### config.mk
export PLATFORM = sky130hd
export DESIGN_NAME = uart_rx_ctrl
export DESIGN_NICKNAME = d
export VERILOG_FILES = /design/src/rtl/uart_rx_ctrl.sv
export SDC_FILE = /design/constraint.sdc
export NUM_CORES = 1
export LEC_CHECK = 0
export CAP_MARGIN = 20
export CORE_MARGIN = 10
export CORE_UTILIZATION = 44
export CTS_CLUSTER_DIAMETER = 60
export DETAILED_ROUTE_END_ITERATION = 7
export MAX_ROUTING_LAYER = met4
export PLACE_DENSITY = 0.65
export SYNTH_ARGS = -nofsm -noshare
export SYNTH_HDL_FRONTEND = slang
export SYNTH_SLANG_ARGS = --single-unit
export TNS_END_PERCENT = 5
### constraint.sdc
create_clock -name clk -period 3.5 [get_ports clk]
set_clock_uncertainty 0.05 [all_clocks]
set_input_delay 0.35 -clock clk [delete_from_list [all_inputs] [get_ports clk]]
set_output_delay 0.35 -clock clk [all_outputs]
set_load 0.02 [all_outputs]
### src/rtl/uart_rx_ctrl.sv
// rtl/uart_rx_ctrl.sv - UART receive controller: baud tick divider, frame FSM with timeout, FWFT byte FIFO
module uart_rx_ctrl #(
    parameter int DIV_W       = 16,
    parameter int DEFAULT_DIV = 54,
    parameter int DEPTH       = 4,
    parameter int TIMEOUT     = 200
) (
    input  logic                     clk,
    input  logic                     n_rst,
    input  logic [DIV_W-1:0]         div_in,
    input  logic                     div_we,
    output logic                     sample_tick,
    input  logic                     rx_ready,
    input  logic                     rx_valid,
    input  logic [7:0]               rx_data,
    output logic                     m_valid,
    output logic [7:0]               m_data,
    input  logic                     m_ready,
    output logic [$clog2(DEPTH):0]   fill,
    output logic                     overrun,
    output logic                     timeout,
    input  logic                     clr_err
);
    localparam int AW = $clog2(DEPTH);
    localparam int FW = AW + 1;

    typedef enum logic [1:0] {S_IDLE, S_ACTIVE, S_DONE, S_WAIT} state_t;

    logic [DIV_W-1:0] r_div;
    logic [DIV_W-1:0] r_cnt;
    logic             r_tick;
    logic             w_wrap;

    logic [7:0]       r_mem [DEPTH];
    logic [AW-1:0]    r_wr_ptr;
    logic [AW-1:0]    r_rd_ptr;
    logic [FW-1:0]    r_fill;
    logic             r_rx_valid_q;
    logic             w_push;
    logic             w_pop;
    logic             w_full;
    logic             w_accept;
    logic             w_drop;

    state_t           r_state;
    state_t           w_state_nx;
    logic [7:0]       r_tcnt;
    logic [7:0]       w_tcnt_nx;
    logic [7:0]       w_tcnt_inc;
    logic             w_to_set;

    logic             r_overrun;
    logic             r_timeout;

    // Divisors 0 and 1 both mean "tick every cycle"; otherwise wrap at divisor-1.
    assign w_wrap = (r_div <= DIV_W'(1)) || (r_cnt >= r_div - DIV_W'(1));

    // Baud divider; the tick is registered so a load suppresses the tick in the following cycle.
    always_ff @(posedge clk) begin
        if (!n_rst) begin
            r_div  <= DIV_W'(DEFAULT_DIV);
            r_cnt  <= '0;
            r_tick <= 1'b0;
        end else if (div_we) begin
            r_div  <= div_in;
            r_cnt  <= '0;
            r_tick <= 1'b0;
        end else if (w_wrap) begin
            r_cnt  <= '0;
            r_tick <= 1'b1;
        end else begin
            r_cnt  <= r_cnt + DIV_W'(1);
            r_tick <= 1'b0;
        end
    end

    // Push on the rising edge of rx_valid; a full FIFO still accepts if the head leaves this cycle.
    assign w_push   = rx_valid & ~r_rx_valid_q;
    assign w_pop    = (r_fill != '0) & m_ready;
    assign w_full   = (r_fill == FW'(DEPTH));
    assign w_accept = w_push & (~w_full | w_pop);
    assign w_drop   = w_push & w_full & ~w_pop;

    // FIFO storage, pointers and occupancy; memory is cleared so m_data reads 0 after reset.
    always_ff @(posedge clk) begin
        if (!n_rst) begin
            for (int i = 0; i < DEPTH; i++) r_mem[i] <= 8'h00;
            r_wr_ptr     <= '0;
            r_rd_ptr     <= '0;
            r_fill       <= '0;
            r_rx_valid_q <= 1'b0;
        end else begin
            r_rx_valid_q <= rx_valid;
            if (w_accept) begin
                r_mem[r_wr_ptr] <= rx_data;
                r_wr_ptr        <= r_wr_ptr + AW'(1);
            end
            if (w_pop) r_rd_ptr <= r_rd_ptr + AW'(1);
            r_fill <= r_fill + FW'(w_accept) - FW'(w_pop);
        end
    end

    // Frame FSM state and tick counter register.
    always_ff @(posedge clk) begin
        if (!n_rst) begin
            r_state <= S_IDLE;
            r_tcnt  <= 8'd0;
        end else begin
            r_state <= w_state_nx;
            r_tcnt  <= w_tcnt_nx;
        end
    end

    assign w_tcnt_inc = r_tcnt + 8'd1;

    // Frame progress: a capture beats both a false start and a timeout in ACTIVE.
    always_comb begin
        w_state_nx = r_state;
        w_tcnt_nx  = r_tcnt;
        w_to_set   = 1'b0;
        case (r_state)
            S_IDLE: begin
                w_tcnt_nx = 8'd0;
                if (!rx_ready) w_state_nx = S_ACTIVE;
            end
            S_ACTIVE: begin
                if (w_push) begin
                    w_state_nx = S_DONE;
                end else if (rx_ready) begin
                    w_state_nx = S_IDLE;
                    w_tcnt_nx  = 8'd0;
                end else if (r_tick) begin
                    if (w_tcnt_inc == 8'(TIMEOUT)) begin
                        w_to_set   = 1'b1;
                        w_state_nx = S_WAIT;
                    end else begin
                        w_tcnt_nx = w_tcnt_inc;
                    end
                end
            end
            S_DONE: begin
                if (!rx_valid && rx_ready) begin
                    w_state_nx = S_IDLE;
                    w_tcnt_nx  = 8'd0;
                end else if (!rx_valid && !rx_ready) begin
                    w_state_nx = S_ACTIVE;
                    w_tcnt_nx  = 8'd0;
                end
            end
            S_WAIT: begin
                w_tcnt_nx = 8'd0;
                if (rx_ready) w_state_nx = S_IDLE;
            end
            default: begin
                w_state_nx = S_IDLE;
                w_tcnt_nx  = 8'd0;
            end
        endcase
    end

    // Sticky error flags; a set event in the same cycle as clr_err wins.
    always_ff @(posedge clk) begin
        if (!n_rst) begin
            r_overrun <= 1'b0;
            r_timeout <= 1'b0;
        end else begin
            if (w_drop)       r_overrun <= 1'b1;
            else if (clr_err) r_overrun <= 1'b0;
            if (w_to_set)     r_timeout <= 1'b1;
            else if (clr_err) r_timeout <= 1'b0;
        end
    end

    assign sample_tick = r_tick;
    assign m_valid     = (r_fill != '0);
    assign m_data      = r_mem[r_rd_ptr];
    assign fill        = r_fill;
    assign overrun     = r_overrun;
    assign timeout     = r_timeout;

endmodule
# [Word-level counts from Yosys, hierarchy flattened]
# Memory sizes are Yosys's and may differ from the RTL's. A register that Yosys moved wholly into a read port is not among the register bits.
# Cells that the tools add are included.
[totals] ramBits=32 regBits=53 n_memories=1 word_cells=93
[memory_table] memory="r_mem" depth=4 word_bits=8 read_ports=1 rd_ports_with_merged_regs=1 wr=4 line="34" source="logic [7:0] r_mem [DEPTH];"
[op_classes] n_eq_ne=13 magnitude_cmp=2 add_sub_neg=7 reduce_logical=15 muxes=34 bitwise=10
[op_table] op="two-way mux 8 bit" n=7
[op_table] op="case mux 8 bit (3 select lines)" n=1
[op_table] op="two-way mux 2 bit" n=11
[op_table] op="adder 16 x 1 -> 16 bit (second input constant)" n=1
[op_table] op=">= comparator 16 bit" n=1
[op_table] op="<= comparator 16 x 1 -> 1 bit (second input constant)" n=1
[op_table] op="subtractor 16 x 1 -> 16 bit (second input constant)" n=1
[op_table] op="two-way mux 1 bit" n=14
[op_table] op="!= test 3 bit (second input constant)" n=3
[op_table] op="adder 8 x 1 -> 8 bit (second input constant)" n=1
[op_table] op="== test 8 bit (second input constant)" n=1
[op_table] op="!= test 4 bit (second input constant)" n=2
[op_table] op="case mux 2 bit (4 select lines)" n=1
[op_table] op="OR reduction 8 bit" n=1
[op_table] op="!= test 2 bit (second input constant)" n=3
[op_table] op="bitwise AND 1 bit" n=5
[op_table] op="AND reduction 5 bit" n=1
[op_table] op="adder 2 x 1 -> 2 bit (second input constant)" n=2
[op_table] op="== test 2 bit (second input constant)" n=2
[op_table] op="NOT 1 bit" n=4
[op_table] op="AND reduction 4 bit" n=1
[op_table] op="nonzero test 2 bit" n=2
[op_table] op="OR reduction 2 bit" n=2
[op_table] op="adder 3 x 1 -> 3 bit" n=1
[op_table] op="10 further kinds" n=12

# [Longest topological paths before layout]
[depth] word_depth=9 depth_mapped=12 ltp_nobuf=11

# [Worst setup path after synthesis]
# No wires, ideal clock.
[synth_path] path_type="register to register" startpoint="register r_div[2]" endpoint="register r_cnt[10]" required_ns=3.318 setup_slack_ns=0.384 stages_incl_launch_ff=13 setup_time_ns=0.132 arrival_time_ns=2.934 cell_sequence="dfxtp_1 > or4_4 > nor3_4 > nand2_2 > or4_4 > xor2_1 > ha_1 > nand2_1 > nor2_1 > o21ai_0 > a21oi_1 > clkbuf_1 > nor3_1"
[synth_between] elab_chain_cells=4 word_cells_on_any_way=5 classes_between="add/sub (1); order compare (2); reduce/logical (2)"
[synth_rtl] element="start, declared" line="29" source="logic [DIV_W-1:0] r_div;"
[synth_rtl] element="start signal, assigned" line="61" source="r_div <= DIV_W'(DEFAULT_DIV);"
[synth_rtl] element="start signal, assigned" line="65" source="r_div <= div_in;"
[synth_rtl] element="subtractor 16 x 1 -> 16 bit" line="56" source="assign w_wrap = (r_div <= DIV_W'(1)) || (r_cnt >= r_div - DIV_W'(1));"
[synth_rtl] element=">= comparator 16 bit" line="56"
[synth_rtl] element="logical OR 1 bit (*)" line="56"
[synth_rtl] element="OR reduction 3 bit (no line) (*)"
[synth_rtl] element="end signal, assigned" line="72" source="r_cnt <= r_cnt + DIV_W'(1);"
[synth_rtl] element="end, declared" line="30" source="logic [DIV_W-1:0] r_cnt;"
# Every way passes the cells marked *; elsewhere a longest branch is shown, timed or not.
# A chain may end at the register's enable or synchronous reset.

# [Worst setup path in the final report]
[layout_path] startpoint="register r_div[2]" endpoint="register r_tick, in the netlist sample_tick"
[layout_between] elab_chain_cells=4 word_cells_on_any_way=5 classes_between="add/sub (1); order compare (2); mux (1); reduce/logical (1)"
[layout_rtl] element="subtractor 16 x 1 -> 16 bit" line="56"
[layout_rtl] element=">= comparator 16 bit" line="56"
[layout_rtl] element="logical OR 1 bit (*)" line="56"
[layout_rtl] element="two-way mux 1 bit (*)" line="68" source="end else if (w_wrap) begin"
[layout_rtl] element="end signal, assigned" line="67" source="r_tick <= 1'b0;"
[layout_rtl] element="end signal, assigned" line="70" source="r_tick <= 1'b1;"
[layout_rtl] element="end signal, assigned" line="73" source="r_tick <= 1'b0;"
[layout_rtl] element="end, declared" line="31" source="logic r_tick;"
# Marked as above.

==> impl_results.md <==
* CP Capture Type: flop
* Smallest hold slack at 0.4525 ns
* Vias per cell at 5.237
* Post-synth top flop: dfxtp_1
* Worst Hold Class: flop to flop
* Place WS at 0.3292 ns
* Core area at 9684 µm²
* CP peak stage delay at 0.58 ns
* Finished Layout Cells at 612
* Logic pwr share at 21.6%
* GP Congestion at 0.8695
* Final Hold Viols at 0
* Worst Max-Slew Pin Slew at 0.6765 ns
* Crit Path Max Fanout at 17
* Reg-to-Reg Start: r_div[2]$_SDFFE_PN1P_
* Final worst setup slack at 0.3620 ns
* Register share of total power at 50.1%
* Clock network fraction of total power at 28.3%
* Register area at 2062 µm²
* Sw Share at 29.38%
* Synthesized Nets at 473
* P_sw at 702.4 µW
* Final HPWL DP at 6797 µm
* Final period util at 89.66%
* Avg Inst Size Synth at 10.31 µm²
* Worst path required time at 3.70 ns
* Latest clock arrival within the worst-skew pair at 0.36 ns
* R2r setup slk at 0.36 ns
* Post-synthesis sequential area ratio at 47.71%
* H-Tree Level Count at 3
* Critical path's slowest cell: or4_4
* Crit Reg-Reg Endpoint: sample_tick$_SDFF_PP0_
* Status: finished clean
* Hold path endpoint: timeout$_SDFFE_PN0P_
* CP arrival at 3.34 ns
* Post-Syn Area at 4322 µm²
* Vias in the first global route at 3131
* Rel. slew slack at 54.90%
* CP Class: flop to flop
* Multi-input gate area at 2168 µm²
* #FFs+latches synth at 87
* Max-cap violation count at 0
* Io pins at 46
* Die ar. at 14190 µm²
* Port Buffers at 45
* Hold path depth at 2
* Setup crit start kind: flop
* Hold_buf cts at 0
* Number of distinct library cells after synthesis at 49
* Nets at 528
* DR pass1 iterations at 4
* Int Power at 1689 µW
* Synth Warn # at 0
* Share of layout cells above drive strength 1 at 9.603%
* Pwr Density at 463.0 nW/µm²
* Row count at 36
* Total CTS buffers at 9
* P_leak at 0.001945 µW
* Tot GR Track Use at 13.79%
* Post-synth EDFFs at 32
* Initial antenna violation count at 0
* Crit path time final at 3.138 ns
* Setup violators final at 0
* Cells after synthesis at 419
* Initial Utilization at 44.63%
* FF-to-FF path depth at 12
* Sinks on Clock Net at 87
* HP Start: timeout$_SDFFE_PN0P_
* Clock Pin Slew Worst Setup and Hold Paths at 0.10 ns
* Fillers at 855
* Wire per inst at 15.31 µm
* Antenna-violating nets left at 0
* Via count at 3205
* Peak supply drop at 0.3431 mV
* ANT cells at 0
* Total wire length at 9370 µm
* Pwr Total at 2391 µW
* Post-synth ARST share at 0%
* Fmax achieved at 318.7 MHz
* Largest net degree at the start of global routing at 31
* Initial DRC count at 214
* RSZ-0062 raised after global routing: false
* CTS root buf: clkbuf_8
* TritonCTS clock tree: done
* First-pass GRT wire length at 15670 µm
* Crit path cell chain: or4_4 > nor3_4 > nand2_2 > nor3_1 > xnor2_1 > ha_1 > o21ai_0 > nor2_1 > a2111oi_0 > a21oi_1 > buf_4 > o21a_1
* Pins over their slew limit at 0
* Die Ht at 119.1 µm
* Grt total ovfl at 0
* Sum Neg Setup Slack at 0 ns
* Layout overhead on the synthesized area at 19.48%
* Remaining DRCs at 0
* Horiz. Die Dim at 119.1 µm
* Number of placed cells counting well taps at 596
* Clk buf depth at 2
## synth_stat cells (all sizes together) (2+ instances only)
master | instances | area share, %
edfxtp | 32 | 22
nor4 | 5 | 0.72
a32oi | 2 | 0.41
nand2b | 3 | 0.43
clkbuf | 9 | 0.78
a21oi | 13 | 1.5
o211ai | 5 | 0.87
and3 | 8 | 1.2
and2 | 29 | 4.2
a211oi | 3 | 0.52
xnor2 | 16 | 3.2
or4 | 5 | 1.0
nor3b | 2 | 0.35
o21a | 4 | 0.69
or3 | 5 | 0.75
nand2 | 32 | 2.9
nand3 | 11 | 1.3
nand4 | 3 | 0.43
o311ai | 2 | 0.41
ha | 22 | 6.4
nor2b | 3 | 0.43
buf | 3 | 0.43
o21ai | 10 | 1.2
mux2i | 16 | 3.7
xor2 | 15 | 3.0
inv | 12 | 1.0
mux4 | 8 | 4.2
dfxtp | 55 | 25
or3b | 2 | 0.41
nor3 | 24 | 3.0
o22ai | 2 | 0.29
nor2 | 47 | 4.1
## worst max-delay path, delay by kind of cell (launching register included)
family / cells / cell delay (ns)
fa+ha+maj: 1 / 0.26
xor+xnor: 1 / 0.15
compound gates: 4 / 0.82
buf+inv: 1 / 0.21
simple gates: 5 / 1.17
flops: 1 / 0.37
## worst max-delay path by stage
stage / from / endpoint / slack, ns
6_report: r_div[2]$_SDFFE_PN1P_ / sample_tick$_SDFF_PP0_ / 0.36
5_1_grt: r_div[2]$_SDFFE_PN1P_ / r_cnt[14]$_SDFF_PP0_ / 0.04
4_1_cts: r_div[2]$_SDFFE_PN1P_ / r_cnt[14]$_SDFF_PP0_ / 0.30
3_5_place_dp: r_div[2]$_SDFFE_PN1P_ / sample_tick$_SDFF_PP0_ / 0.33
3_3_place_gp: r_div[2]$_SDFFE_PN1P_ / sample_tick$_SDFF_PP0_ / 0.46
2_1_floorplan: r_div[2]$_SDFFE_PN1P_ / r_cnt[10]$_SDFF_PP0_ / 0.38
## registers in the layout, indices dropped and copies added (netlist names), named ones only
name,count
fill,3
overrun,1
r_cnt,16
r_div,16
r_mem,32
r_rd_ptr,2
r_rx_valid_q,1
r_state,2
r_tcnt,8
r_wr_ptr,2
sample_tick,1
timeout,1
## timing repair
item / CTS / global route
setup endpoints to repair: 0 / 17
setup buffers: 0 / 0
gates resized for setup: 0 / 1
## logic make-up (layout without fill, tap and decap cells)
logic type | Yosys count | count (layout) | share of synthesized area, %
buffers and inverters | 24 | 84 | 2.258
DFF | 87 | 87 | 47.71
and+or+nand+nor | 181 | 181 | 21.57
xor gates and xnor gates | 31 | 31 | 6.283
adders and majority gates | 23 | 23 | 6.833
AOI/OAI and AO/OA | 49 | 49 | 7.470
muxes | 24 | 24 | 7.875
## power by group through the flow
stage | Clock, µW | Sequential [µW] | Combinational (µW)
finish | 676 | 1200 | 517
global route | 739 | 1220 | 569
detailed placement | 0 | 1220 | 518
global placement | 0 | 1220 | 513
floorplan | 0 | 1200 | 327
CTS | 693 | 1200 | 521
## layout by cell type (no fill, tap or decap), drive strengths merged, types with 8 or more instances in the layout
cell,n
dfxtp,55
nor2,47
clkdlybuf4s50,45
edfxtp,32
nand2,32
and2,29
nor3,24
ha,22
xnor2,16
mux2i,16
xor2,15
inv,15
a21oi,13
nand3,11
buf,11
o21ai,10
clkbuf,10
mux4,8
and3,8
## per-layer routing
layer / track usage (%) / wire length, µm / share of wire, % / vias up
li1: - / - / - / 1618
met1: 18.14 / 4697 / 50 / 1508
met2: 20.64 / 4213 / 45 / 69
met3: 2.787 / 331 / 3.5 / 10
met4: 4.885 / 127 / 1.4 / 0
met5: - / 0 / 0 / -
## final cells by class
type / count / share of cell area, %
clock inverters: 6 / 0.9935
flip-flops and latches: 87 / 39.93
multi-input cells: 308 / 41.99
inverters: 12 / 0.8723
clock buffers: 10 / 2.665
well taps: 133 / 3.223
repair buffers: 56 / 10.32
## stage by stage
stage | util (%) | area (µm²)
CTS | 53.26 | 5157
detailed placement | 51.30 | 4969
global route | 53.32 | 5164
floorplan | - | 4322
global placement | 51.30 | 4969
finish | 53.32 | 5164
(Power assumes the default switching activity.)
